### src/rtl/nand_share_sched_if.sv
// Bundle of request/operand/result signals between requesters and the
// shared-NAND scheduler, with one modport for each side.
interface nand_share_sched_if #(
    parameter int N = 4,
    parameter int W = 8
);
    logic [N-1:0]   req;
    logic [N*W-1:0] a_in;
    logic [N*W-1:0] b_in;
    logic [W-1:0]   gy;
    logic [N-1:0]   gnt;
    logic           busy;
    logic [W-1:0]   ga;
    logic [W-1:0]   gb;
    logic [W-1:0]   y;
    logic [N-1:0]   done;

    modport master (
        output req, a_in, b_in, gy,
        input  gnt, busy, ga, gb, y, done
    );

    modport slave (
        input  req, a_in, b_in, gy,
        output gnt, busy, ga, gb, y, done
    );
endinterface

### src/rtl/nand_share_sched.sv
// Round-robin scheduler sharing one W-bit NAND gate among N requesters:
// latches operands, holds them SETTLE clocks, then captures the gate output.
module nand_share_sched #(
    parameter int N      = 4,
    parameter int W      = 8,
    parameter int SETTLE = 3
) (
    input  logic              clk,
    input  logic              clr,
    nand_share_sched_if.slave bus
);
    localparam int PW = (N > 1) ? $clog2(N) : 1;
    localparam int CW = (SETTLE > 1) ? $clog2(SETTLE) : 1;

    typedef enum logic {
        IDLE,
        DRIVE
    } state_t;

    state_t         state_q, state_d;
    logic [N-1:0]   gnt_q, gnt_d;
    logic [N-1:0]   done_q, done_d;
    logic           busy_q, busy_d;
    logic [W-1:0]   ga_q, ga_d;
    logic [W-1:0]   gb_q, gb_d;
    logic [W-1:0]   y_q, y_d;
    logic [PW-1:0]  ptr_q, ptr_d;
    logic [PW-1:0]  sel_q, sel_d;
    logic [CW-1:0]  cnt_q, cnt_d;

    logic [N-1:0]   avail;
    logic           found;
    logic [PW-1:0]  pick;
    logic [PW-1:0]  idx;

    // The requester served last cycle (done_q) sits out this arbitration round.
    always_comb begin
        avail = bus.req & ~done_q;
        found = 1'b0;
        pick  = '0;
        idx   = '0;
        for (int unsigned k = 0; k < N; k++) begin
            idx = PW'((32'(ptr_q) + k) % N);
            if (!found && avail[idx]) begin
                found = 1'b1;
                pick  = idx;
            end
        end
    end

    always_comb begin
        state_d = state_q;
        gnt_d   = gnt_q;
        done_d  = '0;
        busy_d  = busy_q;
        ga_d    = ga_q;
        gb_d    = gb_q;
        y_d     = y_q;
        ptr_d   = ptr_q;
        sel_d   = sel_q;
        cnt_d   = cnt_q;
        case (state_q)
            IDLE: begin
                if (found) begin
                    gnt_d   = N'(1) << pick;
                    busy_d  = 1'b1;
                    ga_d    = bus.a_in[int'(pick)*W +: W];
                    gb_d    = bus.b_in[int'(pick)*W +: W];
                    sel_d   = pick;
                    cnt_d   = '0;
                    state_d = DRIVE;
                end
            end
            DRIVE: begin
                cnt_d = cnt_q + 1'b1;
                if (cnt_q == CW'(SETTLE - 1)) begin
                    y_d     = bus.gy;
                    done_d  = gnt_q;
                    gnt_d   = '0;
                    busy_d  = 1'b0;
                    ptr_d   = (sel_q == PW'(N - 1)) ? '0 : sel_q + 1'b1;
                    state_d = IDLE;
                end
            end
            default: state_d = IDLE;
        endcase
    end

    always_ff @(posedge clk) begin
        if (clr) begin
            state_q <= IDLE;
            gnt_q   <= '0;
            done_q  <= '0;
            busy_q  <= 1'b0;
            ga_q    <= '0;
            gb_q    <= '0;
            y_q     <= '0;
            ptr_q   <= '0;
            sel_q   <= '0;
            cnt_q   <= '0;
        end else begin
            state_q <= state_d;
            gnt_q   <= gnt_d;
            done_q  <= done_d;
            busy_q  <= busy_d;
            ga_q    <= ga_d;
            gb_q    <= gb_d;
            y_q     <= y_d;
            ptr_q   <= ptr_d;
            sel_q   <= sel_d;
            cnt_q   <= cnt_d;
        end
    end

    assign bus.gnt  = gnt_q;
    assign bus.done = done_q;
    assign bus.busy = busy_q;
    assign bus.ga   = ga_q;
    assign bus.gb   = gb_q;
    assign bus.y    = y_q;
endmodule
### src/flat_wrapper.sv
// flat-port wrapper written by rule: the top's interface ports become plain ports
module nand_share_sched_flat 
#(
    parameter int N      = 4,
    parameter int W      = 8,
    parameter int SETTLE = 3
)
  (clk, clr, bus_req, bus_a_in, bus_b_in, bus_gy, bus_gnt, bus_busy, bus_ga, bus_gb, bus_y, bus_done);
  nand_share_sched_if #(.N(N), .W(W)) bus_i ();
  input  logic clk;
  input  logic clr;
  input wire logic [$bits(bus_i.req)-1:0] bus_req;
  input wire logic [$bits(bus_i.a_in)-1:0] bus_a_in;
  input wire logic [$bits(bus_i.b_in)-1:0] bus_b_in;
  input wire logic [$bits(bus_i.gy)-1:0] bus_gy;
  output wire logic [$bits(bus_i.gnt)-1:0] bus_gnt;
  output wire logic [$bits(bus_i.busy)-1:0] bus_busy;
  output wire logic [$bits(bus_i.ga)-1:0] bus_ga;
  output wire logic [$bits(bus_i.gb)-1:0] bus_gb;
  output wire logic [$bits(bus_i.y)-1:0] bus_y;
  output wire logic [$bits(bus_i.done)-1:0] bus_done;
  assign bus_i.req = bus_req;
  assign bus_i.a_in = bus_a_in;
  assign bus_i.b_in = bus_b_in;
  assign bus_i.gy = bus_gy;
  assign bus_gnt = bus_i.gnt;
  assign bus_busy = bus_i.busy;
  assign bus_ga = bus_i.ga;
  assign bus_gb = bus_i.gb;
  assign bus_y = bus_i.y;
  assign bus_done = bus_i.done;
  nand_share_sched #(.N(N), .W(W), .SETTLE(SETTLE)) u_core (.clk(clk), .clr(clr), .bus(bus_i));
endmodule
### config.mk
export PLATFORM = sky130hd
export DESIGN_NAME = nand_share_sched_flat
export DESIGN_NICKNAME = d
export VERILOG_FILES = /design/src/rtl/nand_share_sched_if.sv /design/src/rtl/nand_share_sched.sv /design/src/flat_wrapper.sv
export SDC_FILE = /design/constraint.sdc
export NUM_CORES = 1
export LEC_CHECK = 0
export ABC_AREA = 1
export CORE_MARGIN = 2
export CORE_UTILIZATION = 41
export DETAILED_ROUTE_END_ITERATION = 6
export GPL_TIMING_DRIVEN = 1
export PLACE_DENSITY = 0.82
export SYNTH_ARGS = -nofsm -noshare
export SYNTH_HDL_FRONTEND = slang
export SYNTH_SLANG_ARGS = --single-unit
### constraint.sdc
create_clock -name clk -period 1.8 [get_ports clk]
set_input_delay 0.36 -clock clk [delete_from_list [all_inputs] [get_ports clk]]
set_output_delay 0.36 -clock clk [all_outputs]
set_load 0.02 [all_outputs]
After elaboration in Yosys (flattened, before gate mapping). Cells that the tools add are included.

Register bits: 40. Latch bits: 0. RAM bits: 0. ROM bits: 0. Input port bits: 78. Output and inout bits: 33. Word-level logic and storage cells: 68. Memories: 0.

Add/sub/neg operators: 5. Multiply operators: 0. Divide/modulo/power cells: 0. Order comparisons: 4. Equality and inequality tests: 4. Shifts and indexed selects: 3. Muxes and demuxes: 28. Bitwise gates (word level): 4. Reduce and logical (&&, ||, !) cells: 10.

Operators with widths (number): $shiftx A32 B6 Y8 (2); $lt A2 B3 Y1 const B (4); $mux W1 (12); $mux W2 (6); $bmux W1 S2 (4); $mux W4 (2); $pmux W4 S2 (1); $add A2 B1 Y2 const B (3); $reduce_and A2 Y1 (3); $add A2 B2 Y2 const B (2); $and A4 B4 Y4 (1); $eq A2 B2 Y1 const B (2); $not A4 Y4 (1); $pmux W1 S2 (2); $pmux W2 S2 (1); $shl A1 B2 Y4 const A (1); $logic_and A1 B1 Y1 (3); $logic_not A1 Y1 (3); $reduce_or A3 Y1 (1); $ne A2 B1 Y1 const B (1); $ne A2 B2 Y1 const B (1); $not A1 Y1 (2).

Depth between registers and ports, before layout.
Depth after elaboration: 17. Gate-level depth with buffers: 16. Gate-level depth less buffers: 14.

Worst setup path after synthesis. No wires, ideal clock.

Path kind: register -> register. From: register u_core.done_q[3], in the netlist u_core.bus.done[3]. To: register u_core.gb_q[0], in the netlist u_core.bus.gb[0]. Setup time: 109 ps. Arrival time: 1593 ps. Path slack: 98 ps. Stages on the path, launching flop included: 14. Buffers on the path: 2. Period minus slack after synthesis: 1702 ps. Path through: dfxtp_1 > inv_1 > nand3_1 > nand3_1 > nand2_2 > nand4_1 > nor2_1 > nor2_2 > buf_6 > buf_6 > nand2_1 > nand3_1 > nand2_1 > inv_1.

Word-level cells in the longest chain between the ends: 15. Elaborated cells between the ends (all ways): 26.

Ends and longest elaborated chain: from (decl) (RTL line nand_share_sched.sv:22) `logic [N-1:0] done_q, done_d;`; from (signal assigned) (RTL line nand_share_sched.sv:104) `done_q <= done_d;`; $not A4 Y4 (*) (RTL line nand_share_sched.sv:38) `avail = bus.req & ~done_q;`; $and A4 B4 Y4 (*) (RTL line nand_share_sched.sv:38); $bmux W1 S2 (RTL line nand_share_sched.sv:44) `if (!found && avail[idx]) begin`; $mux W1 (not written as such) (RTL line nand_share_sched.sv:44); $mux W1 (RTL line nand_share_sched.sv:44); $logic_not A1 Y1 (RTL line nand_share_sched.sv:44); $logic_and A1 B1 Y1 (RTL line nand_share_sched.sv:44); $mux W1 (RTL line nand_share_sched.sv:44); $logic_not A1 Y1 (RTL line nand_share_sched.sv:44); $logic_and A1 B1 Y1 (RTL line nand_share_sched.sv:44); $mux W1 (RTL line nand_share_sched.sv:44); $logic_not A1 Y1 (RTL line nand_share_sched.sv:44); $logic_and A1 B1 Y1 (RTL line nand_share_sched.sv:44); $mux W2 / $mux W1 (equally long branches) (RTL line nand_share_sched.sv:44); $shiftx A32 B6 Y8 / $reduce_and A2 Y1 (equally long branches); to (signal assigned) (RTL line nand_share_sched.sv:107) `gb_q <= gb_d;`; to (decl) (RTL line nand_share_sched.sv:25) `logic [W-1:0] gb_q, gb_d;`.

Every way passes the cells marked *; elsewhere a longest branch is shown, timed or not. The select of a mux whose other input is x is not followed. A chain may end at the register's enable or synchronous reset.

Worst setup path in the final report.
From: register u_core.ptr_q[0]. To: register u_core.gb_q[6], in the netlist u_core.bus.gb[6].

Word-level cells in the longest chain between the ends: 13. Elaborated cells between the ends (all ways): 27.

Ends and longest elaborated chain: from (decl) (RTL line nand_share_sched.sv:27) `logic [PW-1:0] ptr_q, ptr_d;`; from (signal assigned) (RTL line nand_share_sched.sv:109) `ptr_q <= ptr_d;`; branches (longest 13 deep; another with $add A2 B1 Y2).

Several ways; the timed one is not identified. The select of a mux whose other input is x is not followed.

==> reports/results.txt <==
Reg2reg setup slack = -0.15 ns
Pwr per Cell Area = 661 mW/mm²
Post-Route WL = 7.54 mm
Max IR drop VDD = 0.000359 V
WHS Path Cells = 2
WL/cell = 12.8 µm
Cell count after placement = 577
Netlist cell types = 24
Final Cycle Share = 1.08
Worst Max-Slew Pin Slew = 0.330 ns
Ant. Diodes = 0
Yosys reg bits = 40
Core Footprint = 0.00554 mm²
Worst hold endpoint = u_core.bus.y[7]
CTS root buf = clkbuf_8
DRC Markers = 0
Mapped Cells = 395
Worst slew margin = 0.780
Leak Pwr = 1.92 nW
Final Skew = 0.00656 ns
Met3 layer usage reported by global route = 0.0618
Layout cells sized above 1 = 0.139
Rows = 27
Leading cell types in the layout, fill and taps excluded = nand2_1 (152), clkdlybuf4s50_1 (106), nand3_1 (62), nor2_1 (39), dfxtp_1 (38)
Count of pins over their slew limit = 0
Vias per cell = 4.88
RSZ-0062 raised after global routing = yes
Number of max-cap violations = 0
Nets = 598
Post-route setup slack = -0.150 ns
Grt met1 use = 0.278
GRT Overall Usage = 0.230
Final hold violation count = 0
Crit-path max FO = 18
R2R depth = 15
Ys Warns = 0
1st-pass router iterations = 4
Post-Layout Cell Count = 590
Post-layout min period = 1.95 ns
Initial Utilization = 0.429
RR Startpoint = u_core.ptr_q[0]
Global-route wire length before repair = 11.8 mm
Initial antenna violation count = 0
Status = complete, but fails checks
Setup tns final = -1.17 ns
Critical path capture point type = register
Total congestion overflow = 0
Most common cell after layout, fill and taps aside = nand2_1
Synthesized net count = 475
CTS clock-pin slew for the worst setup and hold paths = 0.08 ns
Final ANT Viol Nets = 0
CP Launch Type = register
Setup CP Type = register to register
Netlist Area Pre-Place = 0.00238 mm²
Via count = 2877
Clk sink count = 40
Clock tree buffer depth = 2
Crit path DAT = 2.13 ns
Clock tree from TritonCTS = done
Worst reg2reg endpoint = u_core.bus.gb[6]
Final Setup Violations = 21
H-Tree Depth = 2
Seq/Total Area, Yosys = 0.337
Busiest layer in global routing = met2
Die Wd = 80.1 µm
Routability cong. = 0.850
GRT met2 Usage = 0.402
Post-layout util = 0.719
Die area = 0.00642 mm²
Port Buffers = 110
Drt initial violations = 162
Vias in the first global route = 2635
Area Overhead vs Synth = 67.6%
Largest net degree at the start of global routing = 33
Placement Setup Slack = -0.397 ns
Worst min path class = register to register
Violations in the final reports = setup timing
I/O pin count = 111
DIE HEIGHT = 80.1 µm
Cts bufs inserted = 5
Hold WS = 0.449 ns
Req. time, crit path = 1.98 ns
Avg Synthesized Cell Area = 6.02 µm²
Worst-Skew Late Latency = 0.29 ns
Max Freq = 0.513 GHz
DP Wirelength = 5.22 mm
Worst hold start = u_core.bus.y[7]
==> Yosys cell counts (all sizes together) <==
cell type  instances  area [µm²]
a211oi             1        7.51
a21oi              5        25.0
and2               1        6.26
buf               16         123
clkbuf             5        18.8
dfxtp             40         801
ha                 2        25.0
inv               35         134
nand2            162         623
nand3             75         385
nand4              2        12.5
nor2              42         160
o21ai              3        15.0
o22ai              4        25.0
o32ai              1        8.76
or2                1        6.26
==> timing repair <==
| action | in CTS | in global routing |
|---|---|---|
| buffers inserted | 4 | 1 |
| gates resized for setup | 30 | 15 |
| pin swaps | 15 | 7 |
| gates cloned | 1 | 1 |
| hold buffers | 0 | 0 |
| setup endpoints to repair | 21 | 24 |
| endpoints found under the hold margin | 0 | 0 |
==> sequential cells by signal (all words and copies together) (netlist names) <==
| signal | count |
|---|---|
| u_core.bus.ga | 8 |
| u_core.sel_q | 2 |
| u_core.bus.gnt | 4 |
| u_core.ptr_q | 2 |
| u_core.bus.busy | 1 |
| u_core.state_q | 1 |
| u_core.bus.y | 8 |
| u_core.bus.gb | 8 |
| u_core.bus.done | 4 |
| u_core.cnt_q | 2 |
==> power by group <==
group / internal [mW] / leakage (nW) / total [mW] / switching, mW
registers: 0.955 / 0.329 / 0.998 / 0.0435
clock network: 0.262 / 0.0400 / 0.567 / 0.304
logic: 0.541 / 1.55 / 1.07 / 0.526
==> per-layer routing <==
metal,vias up,wire (µm)
met4,0,66
met5,-,0
met1,1271,3020
met2,112,3870
li1,1488,-
met3,6,586
==> cells by family after synthesis <==
family | count (synthesis) | synth area share
simple gates | 283 | 0.502
flops | 40 | 0.337
buf+inv | 56 | 0.116
fa+ha+maj | 2 | 0.0105
compound gates | 14 | 0.0342
==> worst max-delay path, stage by stage, from the launching register on <==
cell	delay (ns)
dfxtp_2	0.35
buf_12	0.13
inv_8	0.04
nand2_1	0.07
nand2_2	0.07
nand2_1	0.09
nand2_2	0.09
a21oi_2	0.13
nand4_1	0.18
nand2_2	0.14
inv_2	0.08
buf_12	0.15
nor2_1	0.11
nor2_1	0.06
nand2_1	0.09
inv_1	0.05
==> layout make-up <==
type	count	area [µm²]
inverter	35	141
sequential	40	803
clock inverter	2	12.5
multi-input combinational	299	1420
clock buffer	5	68.8
fill	458	1560
timing repair buffer	137	1440
tap	72	90.1
==> through the flow <==
stage	cell area (µm²)	total power, mW
5_1_grt	3980	2.80
3_5_place_dp	3680	1.98
2_1_floorplan	2380	1.54
6_report	3980	2.63
4_1_cts	3890	2.59
3_3_place_gp	3680	1.96
==> worst max-delay path by stage <==
| stage | slack [ns] | end | cells after the start | start |
|---|---|---|---|---|
| 2_1_floorplan | 0.1 | u_core.bus.gb[0] | 13 | u_core.bus.done[3] |
| 3_3_place_gp | -0.35 | u_core.bus.gb[7] | 13 | bus_req[3] |
| 3_5_place_dp | -0.40 | u_core.bus.gb[7] | 13 | bus_req[3] |
| 4_1_cts | -0.006 | u_core.bus.ga[7] | 15 | u_core.ptr_q[0] |
| 5_1_grt | -0.30 | u_core.bus.gb[6] | 15 | u_core.ptr_q[0] |
| 6_report | -0.15 | u_core.bus.gb[6] | 15 | u_core.ptr_q[0] |
Note: power is estimated with default switching activity, not from simulation.
